**src/rtl/io_bus_master.sv**
```systemverilog
// I/O bus initiator: setup-strobe-hold access with wait states,
// ack timeout and one-cycle response back to the CPU side.
module io_bus_master #(
  parameter int unsigned WAIT_STATES = 2,
  parameter int unsigned TIMEOUT     = 15
) (
  input  logic       clk,
  input  logic       rst_n,
  input  logic       req_valid,
  output logic       req_ready,
  input  logic       req_wr,
  input  logic [7:0] req_addr,
  input  logic [7:0] req_wdata,
  output logic       resp_valid,
  output logic [7:0] resp_rdata,
  output logic       resp_err,
  output logic [7:0] addr,
  output logic       rd,
  output logic       wr,
  output logic [7:0] wdata,
  input  logic [7:0] rdata,
  input  logic       ack
);

  localparam logic [3:0] WAIT_C = 4'(WAIT_STATES);
  localparam logic [3:0] TMO_C  = 4'(TIMEOUT);

  typedef enum logic [2:0] {
    S_IDLE,
    S_SETUP,
    S_STROBE,
    S_HOLD,
    S_RESP
  } state_e;

  state_e     state_q, state_d;
  logic       op_wr_q, op_wr_d;
  logic       err_q, err_d;
  logic [3:0] cnt_q, cnt_d;
  logic [7:0] cap_q, cap_d;
  logic       ready_q, ready_d;
  logic       rv_q, rv_d;
  logic [7:0] rr_q, rr_d;
  logic       re_q, re_d;
  logic [7:0] addr_q, addr_d;
  logic [7:0] wdata_q, wdata_d;
  logic       rd_q, rd_d;
  logic       wr_q, wr_d;

  always_comb begin
    state_d = state_q;
    op_wr_d = op_wr_q;
    err_d   = err_q;
    cnt_d   = cnt_q;
    cap_d   = cap_q;
    ready_d = ready_q;
    rv_d    = 1'b0;
    rr_d    = 8'h00;
    re_d    = 1'b0;
    addr_d  = addr_q;
    wdata_d = wdata_q;
    rd_d    = rd_q;
    wr_d    = wr_q;
    unique case (state_q)
      S_IDLE: begin
        ready_d = 1'b1;
        if (req_valid) begin
          ready_d = 1'b0;
          op_wr_d = req_wr;
          err_d   = |req_addr[7:6];
          cap_d   = 8'h00;
          cnt_d   = 4'd0;
          if (|req_addr[7:6]) begin
            // no device lives above 0x3F: answer without touching the bus
            state_d = S_RESP;
            rv_d    = 1'b1;
            re_d    = 1'b1;
          end else begin
            state_d = S_SETUP;
            addr_d  = req_addr;
            wdata_d = req_wr ? req_wdata : 8'h00;
          end
        end
      end
      S_SETUP: begin
        state_d = S_STROBE;
        cnt_d   = 4'd0;
        rd_d    = ~op_wr_q;
        wr_d    = op_wr_q;
      end
      S_STROBE: begin
        cnt_d = (cnt_q == 4'hF) ? cnt_q : cnt_q + 4'd1;
        if (ack && cnt_q >= WAIT_C) begin
          state_d = S_HOLD;
          cap_d   = op_wr_q ? 8'h00 : rdata;
          rd_d    = 1'b0;
          wr_d    = 1'b0;
        end else if (cnt_q == TMO_C) begin
          state_d = S_HOLD;
          err_d   = 1'b1;
          rd_d    = 1'b0;
          wr_d    = 1'b0;
        end
      end
      S_HOLD: begin
        state_d = S_RESP;
        rv_d    = 1'b1;
        re_d    = err_q;
        rr_d    = err_q ? 8'h00 : cap_q;
        addr_d  = 8'h00;
        wdata_d = 8'h00;
      end
      S_RESP: begin
        state_d = S_IDLE;
        ready_d = 1'b1;
      end
      default: begin
        state_d = S_IDLE;
        ready_d = 1'b1;
        rd_d    = 1'b0;
        wr_d    = 1'b0;
        addr_d  = 8'h00;
        wdata_d = 8'h00;
      end
    endcase
  end

  always_ff @(posedge clk or negedge rst_n) begin
    if (!rst_n) begin
      state_q <= S_IDLE;
      op_wr_q <= 1'b0;
      err_q   <= 1'b0;
      cnt_q   <= 4'd0;
      cap_q   <= 8'h00;
      ready_q <= 1'b1;
      rv_q    <= 1'b0;
      rr_q    <= 8'h00;
      re_q    <= 1'b0;
      addr_q  <= 8'h00;
      wdata_q <= 8'h00;
      rd_q    <= 1'b0;
      wr_q    <= 1'b0;
    end else begin
      state_q <= state_d;
      op_wr_q <= op_wr_d;
      err_q   <= err_d;
      cnt_q   <= cnt_d;
      cap_q   <= cap_d;
      ready_q <= ready_d;
      rv_q    <= rv_d;
      rr_q    <= rr_d;
      re_q    <= re_d;
      addr_q  <= addr_d;
      wdata_q <= wdata_d;
      rd_q    <= rd_d;
      wr_q    <= wr_d;
    end
  end

  assign req_ready  = ready_q;
  assign resp_valid = rv_q;
  assign resp_rdata = rr_q;
  assign resp_err   = re_q;
  assign addr       = addr_q;
  assign wdata      = wdata_q;
  assign rd         = rd_q;
  assign wr         = wr_q;

endmodule

```
**config.mk**
```make
export PLATFORM = sky130hd
export DESIGN_NAME = io_bus_master
export DESIGN_NICKNAME = d
export VERILOG_FILES = /design/src/rtl/io_bus_master.sv
export SDC_FILE = /design/constraint.sdc
export NUM_CORES = 1
export LEC_CHECK = 0
export ABC_AREA = 1
export CAP_MARGIN = 20
export CELL_PAD_IN_SITES_DETAIL_PLACEMENT = 1
export CELL_PAD_IN_SITES_GLOBAL_PLACEMENT = 2
export CORE_ASPECT_RATIO = 0.75
export CORE_MARGIN = 2
export CORE_UTILIZATION = 26
export CTS_CLUSTER_SIZE = 30
export DETAILED_ROUTE_END_ITERATION = 7
export GPL_ROUTABILITY_DRIVEN = 1
export PLACE_DENSITY = 0.87
export SETUP_SLACK_MARGIN = 0.15
export SLEW_MARGIN = 20
export SYNTH_ARGS = -nofsm -noshare
export SYNTH_HDL_FRONTEND = slang
export SYNTH_SLANG_ARGS = --single-unit
```
**constraint.sdc**
```tcl
create_clock -name clk -period 1.8 [get_ports clk]
set_clock_uncertainty 0.05 [all_clocks]
set_input_delay 0.27 -clock clk [delete_from_list [all_inputs] [get_ports clk]]
set_output_delay 0.27 -clock clk [all_outputs]
set_load 0.005 [all_outputs]
```
==> metrics.md <==
| Metric | Value |
|---|---|
| Vias | 1,849 |
| Worst-Margin Slew | 0.589 ns |
| Cts repair resizes | 1 |
| Initial DRC count | 70 |
| Cells on worst reg2reg path | 8 |
| Share of cells above drive strength 1 | 7.27% |
| Die Y | 81.3 µm |
| Flops & latches, synth | 46 |
| Placed insts | 427 |
| Reg2Reg Capture Point | addr[6]$_DFFE_PN0P_ |
| Netlist cell types | 22 |
| Root buffer cell | clkbuf_8 |
| Footprint of the multi-input gates | 791 µm² |
| Detailed Place HPWL | 4070 µm |
| Drt wl/cell | 12.7 µm |
| Clk_lat worst skew | 0.31 ns |
| Leak Pwr | 1.45 nW |
| Htree depth | 2 |
| ANT cells | 0 |
| Pin count of the biggest net entering global routing | 47 |
| TNS Setup | 0 ns |
| Buf/Inv on CP | 1 |
| Rows | 28 |
| Status | complete, no violations |
| Syn Std Cell Area | 0.00207 mm² |
| WL final | 5510 µm |
| DRC violations left | 0 |
| Core box area | 0.00781 mm² |
| Min cycle time layout | 1.51 ns |
| Cell area power density | 1300 mW/mm² |
| Slew Viols, Final | 0 |
| CP Data Required Time | 1.48 ns |
| # nets final | 360 |
| Vias in the first global route | 1,938 |
| Reg2Reg Setup Slack | 0.32 ns |
| IO Pins | 58 |
| Area growth syn-to-layout | 40.3% |
| Initial Utilization | 26.5% |
| Worst setup SP type | flip-flop |
| Syn Inst Count | 263 |
| Worst hold slack | 0.00560 ns |
| Non-filler cells, final | 435 |
| Post-CTS setup buffers | 0 |
| I/O Buffers | 57 |
| CP cell instances | clkdlybuf4s50_1 |
| Slew margin rel. | 60.7% |
| Mapped Nets | 294 |
| Final core occ | 37.2% |
| DIE AREA | 0.00870 mm² |
| Fmax | 663 MHz |
| Synth warnings | 0 |
| Clock Path Buffers | 2 |
| Hold Path Class | in2async |
| Final hold violation count | 0 |
| Final setup fails | 0 |
| CTS Buf Count | 5 |
| Die width | 107 µm |
| CP max stage delay | 0.51 ns |
| Global-route wire length before repair | 9380 µm |
| Crit. End Element | primary output |
| Initial antenna violation count | 0 |
| Crit path arrival time | 1.19 ns |
| DR pass1 iterations | 4 |
| RePlAce Congestion | 0.809 |
| Via density | 4.25 |
| Critical path's top delay family | buffers and inverters |
| Total gr overflow | 0 |
| Slowest CP cell | clkdlybuf4s50_1 |
| Worst vdd ir | 0.483 mV |
| Max Cap Viol | 0 |
| Reg area | 0.00115 mm² |
| # clock sinks | 46 |
| DRT antenna net count | 0 |
| Fin crit share | 83.8% |
| CTS tree | built |
| Avg Inst Size Synth | 7.87 µm² |
| Total track usage | 13.9% |
| CP Class | reg2out |
| Hold buffer count at CTS | 0 |
| CTS clock-pin slew for the worst setup and hold paths | 0.09 ns |
| Fillers | 964 |
| Sequential element share of the synthesized area | 55.7% |
| CP max FO | 2 |
| RSZ-0062 raised after global routing | false |
| Worst r2r src | state_q[0]$_DFFE_PN0P_ |
==> cells in the mapped netlist <==
library cell	n	share of area [%]
a21oi_1	3	0.73
buf_2	1	0.24
buf_4	1	0.36
buf_6	2	1.1
clkbuf_1	1	0.18
clkinv_1	2	0.36
dfrtp_1	45	54
dfstp_2	1	1.3
ha_1	2	1.2
inv_1	24	4.4
nand2_1	110	20
nand2_2	1	0.30
nand2_4	1	0.54
nand3_1	14	3.4
nand3_2	1	0.48
nand4_1	2	0.60
nor2_1	43	7.8
nor2_2	1	0.30
o21ai_0	4	0.97
o31ai_1	2	0.73
or2_2	1	0.30
xor2_1	1	0.42
==> sequential cells by signal, summed over array words and instances, names as in the netlist <==
register    cells
op_wr_q         1
cnt_q           4
resp_rdata      8
err_q           1
wdata           8
resp_err        1
rd              1
cap_q           8
addr            8
wr              1
resp_valid      1
req_ready       1
state_q         3
==> cell type report <==
type | count | share of cell area [%]
clock buffers | 5 | 2.37
clock inverters | 3 | 1.55
inverters | 26 | 3.36
multi-input cells | 186 | 27.2
flip-flops and latches | 46 | 39.7
well taps | 105 | 4.53
repair buffers | 64 | 21.3
==> per-layer routing <==
| metal | GRT usage (%) | part of all wire [%] | up-vias |
|---|---|---|---|
| li1 | - | - | 927 |
| met3 | 3.37 | 5.7 | 7 |
| met5 | 0 | 0 | - |
| met2 | 20.9 | 40 | 55 |
| met4 | 3.90 | 1.0 | 0 |
| met1 | 19.8 | 53 | 860 |
==> how the worst max path moves through the flow <==
stage                                      start  cells after the start  slack [ns]                   end
after CTS                 state_q[2]$_DFFE_PN0P_                      7        0.21  cap_q[4]$_DFFE_PN0P_
after floorplan           state_q[1]$_DFFE_PN0P_                     10        0.39  wdata[4]$_DFFE_PN0P_
after global placement                 req_valid                      6        0.18  cap_q[4]$_DFFE_PN0P_
after global routing      state_q[0]$_DFFE_PN0P_                      8        0.15  wdata[3]$_DFFE_PN0P_
final                       wdata[2]$_DFFE_PN0P_                      1        0.29              wdata[2]
after detailed placement               req_valid                      7        0.12  cnt_q[3]$_DFFE_PN0P_
==> kinds of logic after synthesis <==
| logic type | count (synthesis) | share of synthesized area [%] |
|---|---|---|
| AOI/OAI and AO/OA | 9 | 2.42 |
| DFF | 46 | 55.7 |
| buffers and inverters | 31 | 6.59 |
| xor gates and xnor gates | 1 | 0.423 |
| and+or+nand+nor | 174 | 33.7 |
| adders and majority gates | 2 | 1.21 |
==> metrics by stage <==
step	area (µm²)	total power, mW	setup slack, ns
after floorplan	2070	2.28	0.392
final	2900	3.78	0.291
after global routing	2900	4.12	0.152
after CTS	2890	3.82	0.215
after detailed placement	2780	3.02	0.121
after global placement	2780	2.99	0.183
==> placed cells by master, fill, tap and decap left out, types with 3 or more instances in the layout <==
cell type	netlist	final
nand3_1	14	12
nor2_1	43	43
inv_1	24	24
dfrtp_1	45	45
o21ai_0	4	4
clkdlybuf4s50_1	0	55
nand2_1	110	110
a21oi_1	3	3
clkbuf_8	0	5
buf_4	1	7
nand3_2	1	3
==> power by group <==
group,internal [mW],switching [mW]
Combinational,0.654,0.846
Sequential,1.30,0.186
Clock,0.413,0.380
Note: power is estimated with default switching activity, not from simulation.
